[config.mk]
export PLATFORM = sky130hd
export DESIGN_NAME = dmem_access_ctrl
export DESIGN_NICKNAME = d
export VERILOG_FILES = /design/src/rtl/dmem_access_ctrl_pkg.sv /design/src/rtl/dmem_lane_mux.sv /design/src/rtl/dmem_access_ctrl.sv
export SDC_FILE = /design/constraint.sdc
export NUM_CORES = 1
export LEC_CHECK = 0
export CORE_MARGIN = 5
export CORE_UTILIZATION = 45
export DETAILED_ROUTE_END_ITERATION = 8
export PLACE_DENSITY = 0.8
export SLEW_MARGIN = 10
export SYNTH_ARGS = -nofsm -noshare
export SYNTH_HDL_FRONTEND = slang
export SYNTH_SLANG_ARGS = --single-unit
[constraint.sdc]
create_clock -name clk -period 2.1 [get_ports clk]
set_input_delay 0.42 -clock clk [delete_from_list [all_inputs] [get_ports clk]]
set_output_delay 0.42 -clock clk [all_outputs]
set_load 0.1 [all_outputs]
[src/rtl/dmem_access_ctrl_pkg.sv]
// Shared encodings for the DMEM load/store sequencer: access sizes, FSM states
// and the alignment rule used when a request is accepted.
package dmem_access_ctrl_pkg;

  typedef enum logic [1:0] {
    SZ_BYTE = 2'b00,
    SZ_HALF = 2'b01,
    SZ_WORD = 2'b10,
    SZ_RSVD = 2'b11
  } size_t;

  typedef enum logic [1:0] {
    ST_IDLE  = 2'b00,
    ST_READ  = 2'b01,
    ST_WRITE = 2'b10,
    ST_RESP  = 2'b11
  } state_t;

  // The reserved size code is always reported as an alignment fault.
  function automatic logic is_misaligned(input size_t sz, input logic [1:0] lane);
    case (sz)
      SZ_BYTE: return 1'b0;
      SZ_HALF: return lane[0];
      SZ_WORD: return |lane;
      default: return 1'b1;
    endcase
  endfunction

endpackage

[src/rtl/dmem_lane_mux.sv]
// Little-endian lane steering: extracts a right-aligned, zero-filled load value
// from a DMEM word and merges right-aligned store data into that word.
module dmem_lane_mux
  import dmem_access_ctrl_pkg::*;
(
  input  logic [31:0] i_word,
  input  logic [1:0]  i_lane,
  input  size_t       i_size,
  input  logic [31:0] i_wdata,
  output logic [31:0] o_rdata,
  output logic [31:0] o_merged
);

  logic [4:0]  w_shamt;
  logic [31:0] w_shifted;
  logic [31:0] w_mask;

  // Half accesses are aligned, so 8*addr[1:0] also selects the correct half.
  assign w_shamt   = {i_lane, 3'b000};
  assign w_shifted = i_word >> w_shamt;

  always_comb begin
    o_rdata = 32'h0;
    w_mask  = 32'h0;
    case (i_size)
      SZ_BYTE: begin
        o_rdata = {24'h0, w_shifted[7:0]};
        w_mask  = 32'h0000_00FF << w_shamt;
      end
      SZ_HALF: begin
        o_rdata = {16'h0, w_shifted[15:0]};
        w_mask  = 32'h0000_FFFF << w_shamt;
      end
      SZ_WORD: begin
        o_rdata = i_word;
        w_mask  = 32'hFFFF_FFFF;
      end
      default: ;
    endcase
  end

  assign o_merged = (i_word & ~w_mask) | ((i_wdata << w_shamt) & w_mask);

endmodule

[src/rtl/dmem_access_ctrl.sv]
// Load/store sequencer between the CPU datapath and word-wide DMEM: alignment
// check, req/ready DMEM handshake, read-modify-write for sub-word stores.
// DMEM handshake: mem_en with stable mem_addr/mem_we/mem_wdata is held until a
// cycle where mem_ready=1; that cycle completes the transfer (mem_rdata valid on reads).
module dmem_access_ctrl
  import dmem_access_ctrl_pkg::*;
#(
  parameter int ADDR_W     = 11,
  parameter int WAIT_LIMIT = 15
) (
  input  logic              clk,
  input  logic              rst,
  input  logic              req,
  input  logic              we,
  input  logic [1:0]        size,
  input  logic [31:0]       addr,
  input  logic [31:0]       wdata,
  output logic              busy,
  output logic              done,
  output logic              misalign_err,
  output logic              bus_err,
  output logic [31:0]       rdata,
  output logic              mem_en,
  output logic              mem_we,
  output logic [ADDR_W-1:0] mem_addr,
  output logic [31:0]       mem_wdata,
  input  logic [31:0]       mem_rdata,
  input  logic              mem_ready,
  output state_t            dbg_state
);

  localparam int               CNT_W   = (WAIT_LIMIT < 2) ? 1 : $clog2(WAIT_LIMIT + 1);
  localparam logic [CNT_W-1:0] LIMIT_V = CNT_W'(WAIT_LIMIT);

  state_t              r_state;
  logic                r_we;
  size_t               r_size;
  logic [1:0]          r_lane;
  logic [31:0]         r_wdata;
  logic [CNT_W-1:0]    r_cnt;
  logic                r_done;
  logic                r_misalign;
  logic                r_bus_err;
  logic [31:0]         r_rdata;
  logic                r_mem_en;
  logic                r_mem_we;
  logic [ADDR_W-1:0]   r_mem_addr;
  logic [31:0]         r_mem_wdata;

  logic [31:0]         w_extract;
  logic [31:0]         w_merged;
  logic                w_limit_hit;
  logic                w_unused;

  assign w_unused = &{1'b0, addr[31:ADDR_W+2]};

  dmem_lane_mux u_lane_mux (
    .i_word   (mem_rdata),
    .i_lane   (r_lane),
    .i_size   (r_size),
    .i_wdata  (r_wdata),
    .o_rdata  (w_extract),
    .o_merged (w_merged)
  );

  // A limit of zero disables the abandon path entirely.
  assign w_limit_hit = (WAIT_LIMIT != 0) && (r_cnt == LIMIT_V);

  always_ff @(posedge clk) begin
    if (rst) begin
      r_state     <= ST_IDLE;
      r_we        <= 1'b0;
      r_size      <= SZ_BYTE;
      r_lane      <= 2'b00;
      r_wdata     <= 32'h0;
      r_cnt       <= '0;
      r_done      <= 1'b0;
      r_misalign  <= 1'b0;
      r_bus_err   <= 1'b0;
      r_rdata     <= 32'h0;
      r_mem_en    <= 1'b0;
      r_mem_we    <= 1'b0;
      r_mem_addr  <= '0;
      r_mem_wdata <= 32'h0;
    end else begin
      r_done     <= 1'b0;
      r_misalign <= 1'b0;
      r_bus_err  <= 1'b0;
      case (r_state)
        ST_IDLE: begin
          if (req) begin
            r_we        <= we;
            r_size      <= size_t'(size);
            r_lane      <= addr[1:0];
            r_wdata     <= wdata;
            r_mem_addr  <= addr[ADDR_W+1:2];
            r_mem_wdata <= wdata;
            r_cnt       <= '0;
            if (is_misaligned(size_t'(size), addr[1:0])) begin
              r_state    <= ST_RESP;
              r_done     <= 1'b1;
              r_misalign <= 1'b1;
            end else if (we && size_t'(size) == SZ_WORD) begin
              r_state  <= ST_WRITE;
              r_mem_en <= 1'b1;
              r_mem_we <= 1'b1;
            end else begin
              r_state  <= ST_READ;
              r_mem_en <= 1'b1;
              r_mem_we <= 1'b0;
            end
          end
        end
        ST_READ, ST_WRITE: begin
          if (mem_ready) begin
            r_cnt <= '0;
            if (r_state == ST_READ && r_we) begin
              // Sub-word store: old word read, now write back the merged word.
              r_mem_wdata <= w_merged;
              r_mem_we    <= 1'b1;
              r_state     <= ST_WRITE;
            end else begin
              if (r_state == ST_READ) r_rdata <= w_extract;
              r_mem_en <= 1'b0;
              r_mem_we <= 1'b0;
              r_state  <= ST_RESP;
              r_done   <= 1'b1;
            end
          end else if (w_limit_hit) begin
            r_mem_en  <= 1'b0;
            r_mem_we  <= 1'b0;
            r_state   <= ST_RESP;
            r_done    <= 1'b1;
            r_bus_err <= 1'b1;
          end else begin
            r_cnt <= r_cnt + 1'b1;
          end
        end
        ST_RESP: r_state <= ST_IDLE;
        default: r_state <= ST_IDLE;
      endcase
    end
  end

  assign busy         = (r_state != ST_IDLE);
  assign done         = r_done;
  assign misalign_err = r_misalign;
  assign bus_err      = r_bus_err;
  assign rdata        = r_rdata;
  assign mem_en       = r_mem_en;
  assign mem_we       = r_mem_we;
  assign mem_addr     = r_mem_addr;
  assign mem_wdata    = r_mem_wdata;
  assign dbg_state    = r_state;

endmodule

Yosys cells after proc, flatten, opt, wreduce, memory -nomap -nowiden
Index checks and enable logic that the tools add are counted.
Cells by class
  add/sub/neg operators: 1
  multipliers: 0
  divide/modulo/power cells: 0
  magnitude comparators: 0
  equal/unequal tests: 15
  shift operators: 4
  muxes and demuxes: 39
  bitwise gates (word level): 7
  reduce and logical (&&, ||, !) cells: 18
Operator list (number)
  $pmux W32 S3: 2
  $mux W32: 3
  $and A32 B32 Y32: 2
  $pmux W32 S2: 1
  $not A32 Y32: 1
  $or A32 B32 Y32: 1
  $shl A16 B5 Y32 const A: 1
  $shl A32 B5 Y32: 1
  $shl A8 B5 Y32 const A: 1
  $shr A32 B5 Y16: 1
  $mux W1: 19
  $mux W4: 3
  $reduce_and A4 Y1: 3
  $mux W2: 5
  $ne A3 B3 Y1 const B: 3
  $eq A2 B2 Y1 const B: 4
  $ne A2 B2 Y1 const B: 4
  $pmux W4 S2: 1
  $eq A2 B1 Y1 const B: 3
  $logic_not A2 Y1: 3
  $pmux W1 S2: 3
  $pmux W2 S3: 1
  $reduce_or A2 Y1: 3
  $reduce_and A5 Y1: 1
  9 further kinds: 14
Word-level totals
  flip-flop bits (word level): 123
  bits in latches: 0
  memory bits (writable): 0
  ROM bits: 0
  bits of input ports: 103
  logic and storage cells: 98
  memories: 0

Logic depth before layout (Yosys ltp)
Gate-level depths: netlist (run 1).
  depth after elaboration: 8
  gate-level depth with buffers: 8

Cells and area by module
Synthesis (run 1) repeated with hierarchy kept, for this count alone.
Unflattened totals
  cells, all modules: 758
  area total of the unflattened synthesis: 6343.6 µm²
By module, submodules not included
  dmem_access_ctrl: times used 1, cells each 565, area an instance 4753.3 µm²
  dmem_lane_mux: times used 1, cells each 193, area an instance 1590.3 µm²

Worst setup path after synthesis (run 1)
OpenSTA, ideal clock, no wires.
  path type: reg-to-reg
  start point: register r_state[1] (netlist: dbg_state[1])
  end point: register r_state[1] (netlist: dbg_state[1])
  arrival: 2619 ps
  setup slack: -589 ps
  stages on the path, launching flop included: 7
  path buffers: 0
  period minus slack after synthesis: 2689 ps
  cell sequence: dfxtp_1 -> inv_1 -> ha_1 -> inv_1 -> a2bb2oi_1 -> o221ai_1 -> a21oi_1
Between the ends
  longest elaborated chain between the ends: 4
  elaborated cells on any way between the ends: 9
  those cells by class: 5 x eq/ne; 1 x mux; 3 x reduce/logical
RTL lines
  start, declared: RTL line dmem_access_ctrl.sv:35  | state_t r_state;
  start signal, assigned: RTL line dmem_access_ctrl.sv:71  | r_state <= ST_IDLE;
  start signal, assigned: RTL line dmem_access_ctrl.sv:100  | r_state <= ST_RESP;
  start signal, assigned: RTL line dmem_access_ctrl.sv:104  | r_state <= ST_WRITE;
  $eq A2 B1 Y1 / $eq A2 B2 Y1 (equally long branches): RTL line dmem_access_ctrl.sv:89  | case (r_state)
  $reduce_or A2 Y1: RTL line dmem_access_ctrl.sv:89
  $ne A3 B3 Y1 (no source line)
  $reduce_and A2 Y1 (no source line)
Several ways; a longest one is shown, not always the timed one.
A chain may end at the register's enable or synchronous reset.

Worst setup path after layout (run 1)
  start point: register r_state[1] (netlist: dbg_state[1])
  end point: register r_mem_wdata[12] (netlist: mem_wdata[12])
Between the ends
  longest elaborated chain between the ends: 4
  elaborated cells on any way between the ends: 11
  those cells by class: 5 x eq/ne; 1 x mux; 5 x reduce/logical
RTL lines
  $eq A2 B1 Y1 / $eq A2 B2 Y1 (equally long branches): RTL line dmem_access_ctrl.sv:89, dmem_access_ctrl.sv:117
  $reduce_or A2 Y1 / $logic_and A1 B1 Y1 (equally long branches): RTL line dmem_access_ctrl.sv:89, dmem_access_ctrl.sv:117
  $ne A2 B2 Y1 (no source line) / $reduce_bool A2 Y1 (equally long branches)
  $reduce_and A4 Y1 (no source line)
  end signal, assigned: RTL line dmem_access_ctrl.sv:97  | r_mem_wdata <= wdata;
  end signal, assigned: RTL line dmem_access_ctrl.sv:119  | r_mem_wdata <= w_merged;
  end, declared: RTL line dmem_access_ctrl.sv:48  | logic [31:0] r_mem_wdata;
Several ways; a longest one is shown, not always the timed one.

==> results of run 1 <==
[cell families (layout without fill, tap and decap cells)]
family / after synthesis / count (layout) / share of synthesized area [%]
XOR/XNOR: 3 / 3 / 0.4251
buffers and inverters: 86 / 250 / 6.274
multiplexers: 43 / 43 / 7.509
AND/OR/NAND/NOR: 258 / 258 / 19.29
AO/OA/AOI/OAI: 230 / 230 / 25.66
adder cells (fa/ha/maj): 5 / 5 / 1.012
flip-flops: 123 / 123 / 39.83
[layout make-up]
class / instances / area [um2] / area share, %
tap: 176 / 220.2 / 2.576
clock buffer: 22 / 474.2 / 5.547
inverter: 16 / 63.81 / 0.7464
timing repair buffer: 204 / 1862 / 21.78
clock inverter: 8 / 117.6 / 1.376
sequential: 123 / 2471 / 28.90
multi-input combinational: 539 / 3341 / 39.08
[state kept, by name, summed over array words and instances (netlist names), 2 cells and up]
register and cells:
dbg_state 2, r_cnt 4, mem_addr 11, mem_wdata 32, r_lane 2, r_wdata 32, r_size 2, rdata 32
[through the flow]
stage          area [um2]  worst slack [ps]  util [%]
2_1_floorplan        6193             13.97         -
3_3_place_gp         7948             31.91     59.54
3_5_place_dp         7948            -12.24     59.54
4_1_cts              8539             43.18     63.98
5_1_grt              8549             1.785     64.05
6_report             8549             157.2     64.05
[where the power goes]
group / leakage, nW / switching [mW] / internal, mW
logic: 1.93 / 4.56 / 1.90
registers: 1.01 / 0.371 / 2.81
clock network: 0.292 / 1.01 / 1.94
total: 3.23 / 5.94 / 6.64
[timing repair]
action | in CTS | in global routing
gates resized for setup | 0 | 1
setup buffers | 0 | 1
endpoints found under the setup margin | 0 | 16
[final timing paths]
kind | start | to | slack, ps | cells after the start
worst max register to register | dbg_state[1] | mem_wdata[12] | 160 | 7
worst min-delay path | rst | dbg_state[1] | 290 | 2
worst max-delay path | dbg_state[1] | mem_wdata[12] | 160 | 7
worst min register to register | mem_wdata[6] | mem_wdata[6] | 450 | 2
[cell usage in the layout (no fill, tap or decap), types with 3 or more instances in the layout]
cell and count:
sky130_fd_sc_hd__buf_12 10, sky130_fd_sc_hd__o221ai_1 17, sky130_fd_sc_hd__a222oi_1 8, sky130_fd_sc_hd__nor4b_1 8
sky130_fd_sc_hd__nand2b_1 20, sky130_fd_sc_hd__mux2_2 10, sky130_fd_sc_hd__o21ai_0 10, sky130_fd_sc_hd__a221oi_1 5
sky130_fd_sc_hd__nand3_1 20, sky130_fd_sc_hd__ha_1 4, sky130_fd_sc_hd__clkbuf_16 17, sky130_fd_sc_hd__a32o_1 8
sky130_fd_sc_hd__o211ai_1 31, sky130_fd_sc_hd__or3_1 3, sky130_fd_sc_hd__a211oi_1 13, sky130_fd_sc_hd__o21ai_1 9
sky130_fd_sc_hd__o2bb2ai_1 8, sky130_fd_sc_hd__clkdlybuf4s50_1 82, sky130_fd_sc_hd__mux2i_1 27, sky130_fd_sc_hd__bufinv_16 3
sky130_fd_sc_hd__inv_1 15, sky130_fd_sc_hd__buf_4 112, sky130_fd_sc_hd__xnor2_1 3, sky130_fd_sc_hd__a31oi_1 16
sky130_fd_sc_hd__clkbuf_8 3, sky130_fd_sc_hd__and3_1 9, sky130_fd_sc_hd__a21oi_1 81, sky130_fd_sc_hd__a22o_1 7
sky130_fd_sc_hd__clkinv_2 4, sky130_fd_sc_hd__dfxtp_1 120, sky130_fd_sc_hd__mux2_1 4, sky130_fd_sc_hd__nor2b_1 5
sky130_fd_sc_hd__nand2_1 138, sky130_fd_sc_hd__nor2_1 29, sky130_fd_sc_hd__nor3_1 15
[layer usage]
metal | wire, um | part of all wire, % | up-vias | GRT usage, %
met5 | 0 | 0 | - | 0
met4 | 701 | 3.4 | 0 | 11.23
met3 | 1531 | 7.4 | 52 | 5.467
met2 | 9745 | 47 | 291 | 40.32
met1 | 8612 | 42 | 2931 | 32.81
li1 | - | - | 3016 | -
==> metrics list, run 1 <==
- Max-slew violations: 0
- Sorting the synthesized cells by area gives the leading types as sky130_fd_sc_hd__dfxtp_1, sky130_fd_sc_hd__nand2_1, sky130_fd_sc_hd__a21oi_1.
- From left edge to right edge, the die measures approximately 130 um.
- The most common cell in the synthesized netlist is sky130_fd_sc_hd__nand2_1.
- Overall die height: about 130 um
* Antenna violation net count after detailed routing: 0
- During I/O placement, the number of pins put on the boundary was around 190.
- No sink is reached through more buffers than the 2 on the longest clock path.
- Top flip-flop cell by instance count after synthesis: sky130_fd_sc_hd__dfxtp_1
- The final critical path takes up approximately 90% of the cycle.
- Setup repair after global routing left no endpoint under its margin.
- Highest clock frequency the design can meet: roughly 500 MHz
* Portion of the post-synthesis area used by sequential elements: about 40%
- The critical path contains buffers and inverters numbering 2 combined.
- The core region is roughly 13,000 um2.
- Library cell with the largest summed area after synthesis: sky130_fd_sc_hd__dfxtp_1
- Broken down by cell family, the worst path's largest delay share belongs to compound AO/OA/AOI/OAI gates.
- Summing internal, switching and leakage power gives about 13 mW.
- Detailed-route wire length: between 20,000 and 25,000 um
- In the routed layout, each cell is associated on average with a via count of slightly below 6.
* Hold buffers post-CTS: 0
* Count of buffers from port buffering: 166
- Wire length of the first global-routing pass: about 33,000 um
- Synthesis produced a netlist whose cell count is between 700 and 800.
- Initial antenna violation count: 0
- Between clock sinks in the finished design, the worst skew comes to slightly above 10 ps.
- Worst IR drop on VDD: between 1 and 1.5 mV
- The first TritonRoute pass finished after 8 iterations.
- Critical path launch point type: flip-flop
* DP HPWL: about 15,000 um
* Post-synthesis to final-layout area growth: 38.29%
- The congestion estimate from routability-driven global placement came to a little over 0.9.
- P per Cell Area: around 1500 nW/um2
- After synthesis the netlist holds a flip-flop and latch count of 123.
- Entering global routing, the biggest net connects 59 pins.
- Pin slew with the least headroom to its limit: ~560 ps
- Number of flops mapped to enable cells by yosys: 0
* Reported max-cap violation count: 0
- Global-route usage over all layers: between 20% and 30%
- Status: complete, no violations
* Slew HR: 62.83%
* Detailed-route DRC error count: 0
- Once the floorplan was initialized, standard cells occupied between 40% and 50% of the core.
- Fraction of registers with async set or reset after synthesis: 0%
- Data arrival time of the critical path: between 2000 and 2500 ps
- Post-synth top cells: sky130_fd_sc_hd__nand2_1, sky130_fd_sc_hd__dfxtp_1, sky130_fd_sc_hd__a21oi_1
* Clock root buffer master: sky130_fd_sc_hd__clkbuf_16
- Adding up every negative setup slack in the final design gives 0 ps.
- Total number of placement rows: between 40 and 50
- Shortest clock period the worst path allows after layout: a little under 2000 ps
* Routed vias: around 6,300
- The signal on the critical path passes through inv_1 -> ha_2 -> mux2i_2 -> a21o_1 -> buf_12 -> a31oi_1 -> nand2_1.
- On the worst path, the slowest cell contributes a delay of around 440 ps.
* Final hold slack: 291.6 ps
- Syn_area_per_cell: around 8.3 um2
- Min-delay worst type: input port to flip-flop
* Final count of negative-setup-slack endpoints: 0
* Area of the mapped netlist: slightly above 6000 um2
- Number of hold violations in the final report: 0
- DR WL/cell: approximately 19 um
* Max H-tree Level: 4
- Insertion delay to the later sink of the worst-skew pair: about 420 ps
- Placed insts: around 1,100
- Of the cells placed in the final design, the portion with a size suffix greater than 1 is 19.63%.
* Clock tree from TritonCTS: yes
* Maximum fanout encountered on the critical timing path: 16
- The via count of the first global-routing pass came to between 6,000 and 7,000.
- DR iter-0 viols: ~560
- After filler insertion, the fill cell instance count of the layout stands at about 1,100.
- # nets final: between 1,000 and 1,500
- The die covers approximately 16,000 um2.
* Standby leakage power: 3.229 nW
- Crit-path slowest cell: sky130_fd_sc_hd__ha_2
* Congestion Overflow GR: 0
- During synthesis, Yosys emitted a total of 0 warnings.
* Critical path class: flip-flop to flip-flop
* Number of diodes added for antenna fixing: 0
- Clock transition at the register clock pins on the worst setup and hold paths after CTS: ~60 ps
- STA puts the critical path data required time at about 2400 ps.
- Synthesis instantiated 57 different standard cells from the library.
- The top cell type by area accounts for roughly two fifths of the synthesized area.
* Critical Path End Type: flip-flop
- Nets in the synthesized netlist: ~860
* Inserted Clock Buffers: 17
- Non-filler instance count after layout: 1,088
* Total clock sinks: around 120
Note: power is estimated with default switching activity, not from simulation.
==> run 2: changes to the inputs <==
Settings changed: CORE_UTILIZATION 45 to 48, PLACE_DENSITY 0.8 to 0.84.
==> run 2 against run 1 <==
Compared with the run above:
- setup slack worse by 57 ps
- cell count about the same
- clock skew down 1.7 ps
- sequential share of layout area down 0.063 points
- sequential power about the same
- die area down 5.8%
==> metrics list, run 2 (synthesis gave the netlist of run 1 again) <==
- The flow ran to the end, and the final reports show no timing, DRC or antenna violations.
- Setup TNS: 0 ps (unchanged)
- Detailed-route wire length: 20,470 um (-0.58%)
- The overflow left after global routing came to 0 (unchanged).
- Via count of the first global-routing pass: 5,987 (-1.4%)
- Worst endpoint required time: 2450 ps (+40 ps)
* Pin slew with the least headroom to its limit: 586.2 ps (+29.73 ps)
* Standby leakage power: 3.238 nW (+0.28%)
- Count of buffers from port buffering: 166 (unchanged)
- Maximum number of pins on one net before global-route repair: 50 (-15%)
- STA classifies the critical path endpoint as a flip-flop.
* Worst IR drop on VDD: 1.011 mV (-13%)
* Clock root buffer master: sky130_fd_sc_hd__clkbuf_16
- Buffers from clock root to sink, at most: 2 (unchanged)
- The number of max-capacitance violations reported is 0 (unchanged).
* Clock transition at the register clock pins on the worst setup and hold paths after CTS: 60 ps (about the same)
* Detailed-route DRC error count: 0 (unchanged)
- Fraction of final layout cells sized beyond drive strength 1: 20.07% (+0.44 points)
- Number of diodes added for antenna fixing: 0 (unchanged)
- Commonest non-fill, non-tap cell in the layout: sky130_fd_sc_hd__nand2_1
- The number of rows created at floorplan is 41 (-2.4%).
- The first-iteration detailed-routing DRC count is 668 (+18%).
* Worst setup margin: 99.79 ps (-57.43 ps)
* Highest-count cells in the layout ignoring fill and taps: sky130_fd_sc_hd__nand2_1, sky130_fd_sc_hd__dfxtp_1, sky130_fd_sc_hd__buf_4
- Clock tree from TritonCTS: yes
- P per Cell Area: 1476 nW/um2 (+0.32%)
- Inserted Clock Buffers: 17 (unchanged)
- The final clock period utilization by the worst path was 95.25% (+2.7 points).
- The number of placed cells counting well taps is 1,057 (unchanged).
- The post-cts hold buffer count was 0 (unchanged).
* Die outline area: 15,250 um2 (-5.8%)
* Length of the first detailed-routing pass in iterations: 7 (-1)
* Final hold slack: 390.6 ps (+98.99 ps)
- Setup repair after global routing left no endpoint under its margin.
* Non-filler instance count after layout: 1,089 (+0.092%)
- Global-route usage over all layers: 26.83% (+1.6 points)
- The worst slack at placement was 56.86 ps (+69.09 ps).
- Post-synthesis to final-layout area growth: 38.60%
* DR WL/cell: 18.80 um (-0.67%)
- The via-per-instance ratio came to 5.929 (+2.6%).
* Overall die height: 123.5 um (-2.9%)
- DP HPWL: 14,900 um (+1.9%)
* Total clock sinks: 123 (unchanged)
* # nets final: 1,012 (+0.30%)
* Clock tree skew after final layout: 8.340 ps (-1.717 ps)
- The maximum net fanout on the critical path was 32 (+16).
- The time the worst path needs with I/O delays and setup came to 2000 ps (+57.43 ps).
- Starting density of the core: 48.99% (+2.7 points)
- Insertion delay to the later sink of the worst-skew pair: 420 ps (about the same)
* Critical path class: flip-flop to flip-flop
- Highest clock frequency the design can meet: 499.9 MHz (-2.9%)
- The core area was 12,620 um2 (-5.5%).
- Width of the die: 123.5 um (-2.9%)
* Max-slew violations: 0 (unchanged)
- The first-pass GRT wire length is 31,710 um (-2.8%).
* Utilization after layout: 67.90% (+3.8 points)
- Max H-tree Level: 4 (unchanged)
- The data arrival time of the worst path came to 2350 ps (+100 ps).
- The relative max-transition margin is 60.84% (-2.0 points).
* Min-delay worst type: input port to flip-flop
- Final weighted congestion of routability-driven global placement: 0.9212 (-0.20%)
- Number of hold violations in the final report: 0 (unchanged)
- Routed vias: 6,457 (+2.7%)
- Critical path launch point type: flip-flop
- The post-route antenna net violation count is 0 (unchanged).
- The number of endpoints failing setup at the final stage was 0 (unchanged).
- The I/O pin count was 186 (unchanged).
- Initial antenna violation count: 0 (unchanged)
run 2: path summary, 6_finish.rpt:
kind	cells after the start	slack (ps)	endpoint	from
max reg2reg	7	100	mem_wdata[12]	dbg_state[1]
min	2	390	dbg_state[1]	rst
min reg2reg	2	450	mem_addr[3]	mem_addr[3]
max	7	100	mem_wdata[12]	dbg_state[1]
run 2: per-stage QoR:
stage / power [mW] / cell area [um2]
floorplan: 7.895 / 6193
global placement: 9.458 / 7948
detailed placement: 9.545 / 7948
CTS: 12.64 / 8566
global route: 13.20 / 8568
finish: 12.65 / 8568
run 2: power by group:
part	switching [mW]	internal, mW	total (mW)
logic	4.57	1.86	6.42
registers	0.354	2.81	3.16
clock network	1.06	2.01	3.07
total	5.98	6.67	12.7
run 2: cell type report:
class                   count  area [um2]
clock buffers              20       446.7
fillers                  1044        4051
flip-flops and latches    123        2471
well taps                 172       215.2
inverters                  16       63.81
multi-input cells         539        3341
repair buffers            207        1859
clock inverters            12       171.4
run 2: repair_timing:
item	CTS	global route
setup endpoints to repair	0	1
setup buffers	0	0
resized for setup	0	1
run 2: layer usage:
metal  vias up  track usage [%]  wire, um
met5         -                0         0
met4         0            13.08       877
met3        67            5.764      1927
met2       376            42.41      9516
met1      2993            34.78      8148
li1       3021                -         -
run 2: worst max-delay path, cell delays in order, from the launching register on:
cell,delay (ps)
sky130_fd_sc_hd__dfxtp_4,350
sky130_fd_sc_hd__inv_1,70
sky130_fd_sc_hd__ha_2,450
sky130_fd_sc_hd__buf_4,350
sky130_fd_sc_hd__nor4b_4,250
sky130_fd_sc_hd__buf_4,200
sky130_fd_sc_hd__o211ai_1,140
sky130_fd_sc_hd__nand2_1,110
==> run 3: changes to the inputs <==
Settings changed: CAP_MARGIN from default to 20, SETUP_SLACK_MARGIN from default to 0.3.
==> run 3 against run 2 <==
Compared with the run above:
- design area is 1.7% higher
- via count is 0.25% higher
- cell count is 0.83% higher
- combinational power is 3.6% higher
- critical path depth is 1 lower
- core utilization is 1.2 points higher
- fmax is 13% higher
- non-clock buffer count is 9 higher
- sequential cell count stayed put
- critical path type unchanged
- critical endpoint is now mem_wdata[22]
- highest routed layer unchanged
==> metrics list, run 3 (synthesis gave the netlist of run 1 again) <==
- Clock tree from TritonCTS: yes
- Final weighted congestion of routability-driven global placement: 0.9972 (+8.3%)
- Critical-path cell list: nor4bb_1 -> buf_4 -> a211oi_4 -> buf_4 -> o221ai_1 -> a31oi_1
- # nets final: 1,021 (+0.89%)
* Global-route usage over all layers: 26.48% (-0.35 points)
* Post-placement setup slack: 51.33 ps (-5.529 ps)
* Number of diodes added for antenna fixing: 0 (unchanged)
* Standby leakage power: 3.310 nW (+2.2%)
- The remaining design rule violation count is 0 (unchanged).
- The number of antenna violations at the first check in global routing was 0 (unchanged).
- Share of power burned in registers: 24.1% (-0.9 points)
* Antenna violation net count after detailed routing: 0 (unchanged)
- The clock network latency to the later pin of the worst-skew pair was 420 ps (about the same).
* Routed vias: 6,473 (+0.25%)
- Shortest clock period the worst path allows after layout: 1764 ps (-236.5 ps)
- The maximum net fanout on the critical path came to 13 (-59%).
* Critical Path End Type: flip-flop
- The slew at the pin with the worst max-slew slack was 518.0 ps (-68.21 ps).
- The sum of negative setup slack came to 0 ps (unchanged).
- The final number of max-transition violations came to 0 (unchanged).
* Width of the die: 123.5 um (unchanged)
- The reg2reg setup slack is 340 ps (+240 ps).
- The I/O pin count came to 186 (unchanged).
* Commonest non-fill, non-tap cell in the layout: sky130_fd_sc_hd__nand2_1
* DR iter-0 viols: 628 (-6.0%)
- Internal power summed over all cells: 7.038 mW (+5.5%)
* Crit-path slowest cell: sky130_fd_sc_hd__dfxtp_4
- The estimated wirelength of the detail-placed design came to 14,860 um (-0.27%).
- Setup repair after global routing could not meet its margin everywhere.
* Fraction of final layout cells sized beyond drive strength 1: 22.25% (+2.2 points)
* Buffers from clock root to sink, at most: 2 (unchanged)
- Overall die height: 123.5 um (unchanged)
* CORE AREA: 12,620 um2 (unchanged)
- The detailed-router iteration count before antenna repair came to 5 (-2).
- The number of endpoints failing setup at the final stage came to 0 (unchanged).
- From synthesis to final layout, the design area changed by 40.94%.
- The longest individual stage delay on the worst path is 430 ps (-20 ps).
* Wire length of the first global-routing pass: 31,260 um (-1.4%)
- Highest clock frequency the design can meet: 567.0 MHz (+13%)
- Inserted Clock Buffers: 17 (unchanged)
- The library cells used most frequently in the layout, excluding fill and tap cells, are sky130_fd_sc_hd__nand2_1, sky130_fd_sc_hd__buf_4, sky130_fd_sc_hd__dfxtp_1.
- The number of max-capacitance violations reported was 0 (unchanged).
* Dominant cell type by count on the critical path: sky130_fd_sc_hd__buf_4
- The CTS H-tree depth is 4 (unchanged).
- Critical path class: flip-flop to flip-flop
- The worst endpoint required time is 2390 ps (-60 ps).
- Multi-input gate area in the final layout: 3390 um2 (+1.5%)
- The fraction of power consumed by combinational cells was 50.8% (about the same).
* Clock transition at the register clock pins on the worst setup and hold paths after CTS: 60 ps (about the same)
- The overall power of the completed layout was 13.09 mW (+3.4%).
- Slew HR: 65.47% (+4.6 points)
- Status: complete, no violations
* Critical path launch point type: flip-flop
* Via count of the first global-routing pass: 6,026 (+0.65%)
- The power per cell area came to 1502 nW/um2 (+1.7%).
- The final clock period utilization by the worst path came to 83.99% (-11 points).
- DR WL/cell: 18.62 um (-0.92%)
- The final worst hold slack is 289.0 ps (-101.6 ps).
- Total number of placement rows: 41 (unchanged)
* Vias per cell: 5.895 (-0.57%)
- Clock share of power: 25.1% (+0.9 points)
* Congestion Overflow GR: 0 (unchanged)
* Starting density of the core: 48.99% (unchanged)
* Number of hold violations in the final report: 0 (unchanged)
* Data arrival time of the critical path: 2060 ps (-290 ps)
* Utilization after layout: 69.05% (+1.2 points)
* Clock root buffer master: sky130_fd_sc_hd__clkbuf_16
* Total of fill cells in the finished design: 1,063 (+1.8%)
- Count of buffers from port buffering: 166 (unchanged)
- Total clock sinks: 123 (unchanged)
* Maximum number of pins on one net before global-route repair: 61 (+22%)
* Area taken by flip-flops and latches: 2475 um2 (+0.15%)
- The aggregate routed wire length came to 20,450 um (-0.10%).
- Worst setup margin: 336.2 ps (+236.5 ps)
* Switching share of power: 46.22% (-1.0 points)
- In this run the worst hold path is classified as input port to flip-flop.
- The setup clock skew after layout came to 4.578 ps (-3.762 ps).
* Switching power of the nets: 6.049 mW (+1.2%)
- The die outline area was 15,250 um2 (unchanged).
- The maximum ir drop on the vdd rail came to 1.063 mV (+5.2%).
## run 3: worst max-delay path, delay by kind of cell, from the launching register on
family,cells,cell delay (ps)
simple gates,1,280
compound gates,3,510
buf+inv,2,420
flops,1,430
## run 3: final cells by class
class	count	share of cell area, %
multi-input cells	539	38.90
flip-flops and latches	123	28.40
repair buffers	216	21.77
clock buffers	20	5.485
well taps	172	2.470
clock inverters	12	2.183
inverters	16	0.7898
## run 3: worst paths after layout
kind / startpoint / end / depth (start not counted)
setup / recovery: r_lane[0] / mem_wdata[22] / 6
hold / removal: rst / dbg_state[1] / 2
setup reg to reg: r_lane[0] / mem_wdata[22] / 6
hold reg to reg: mem_wdata[6] / mem_wdata[6] / 2
## run 3: what timing repair did
item / in CTS / in global routing
endpoints found under the setup margin: 5 / 57
endpoints found under the hold margin: 0 / 0
buffers inserted: 3 / 3
pin swaps: 2 / 1
gates resized for setup: 2 / 13
hold buffers: 0 / 0
cloned: 0 / 2
## run 3: through the flow
stage	instances	area, um2
after floorplan	748	6237
final	1098	8713
after detailed placement	1058	7944
after CTS	1093	8643
after global placement	1058	7944
after global routing	1098	8713
## run 3: metal layers
metal  vias up  GRT usage, %  wire (um)
met4         0         14.53        816
met1      3026         33.76       8255
li1       3046             -          -
met5         -             0          0
met3        63         5.444       1857
met2       338         41.90       9519
## run 3: power by group through the flow
| stage | sequential, mW | combinational, mW | clock [mW] |
|---|---|---|---|
| CTS | 3.14 | 6.46 | 3.31 |
| global route | 3.21 | 7.02 | 3.42 |
| floorplan | 5.33 | 2.68 | 0 |
| detailed placement | 3.19 | 6.39 | 0 |
| finish | 3.16 | 6.65 | 3.29 |
| global placement | 3.17 | 6.31 | 0 |
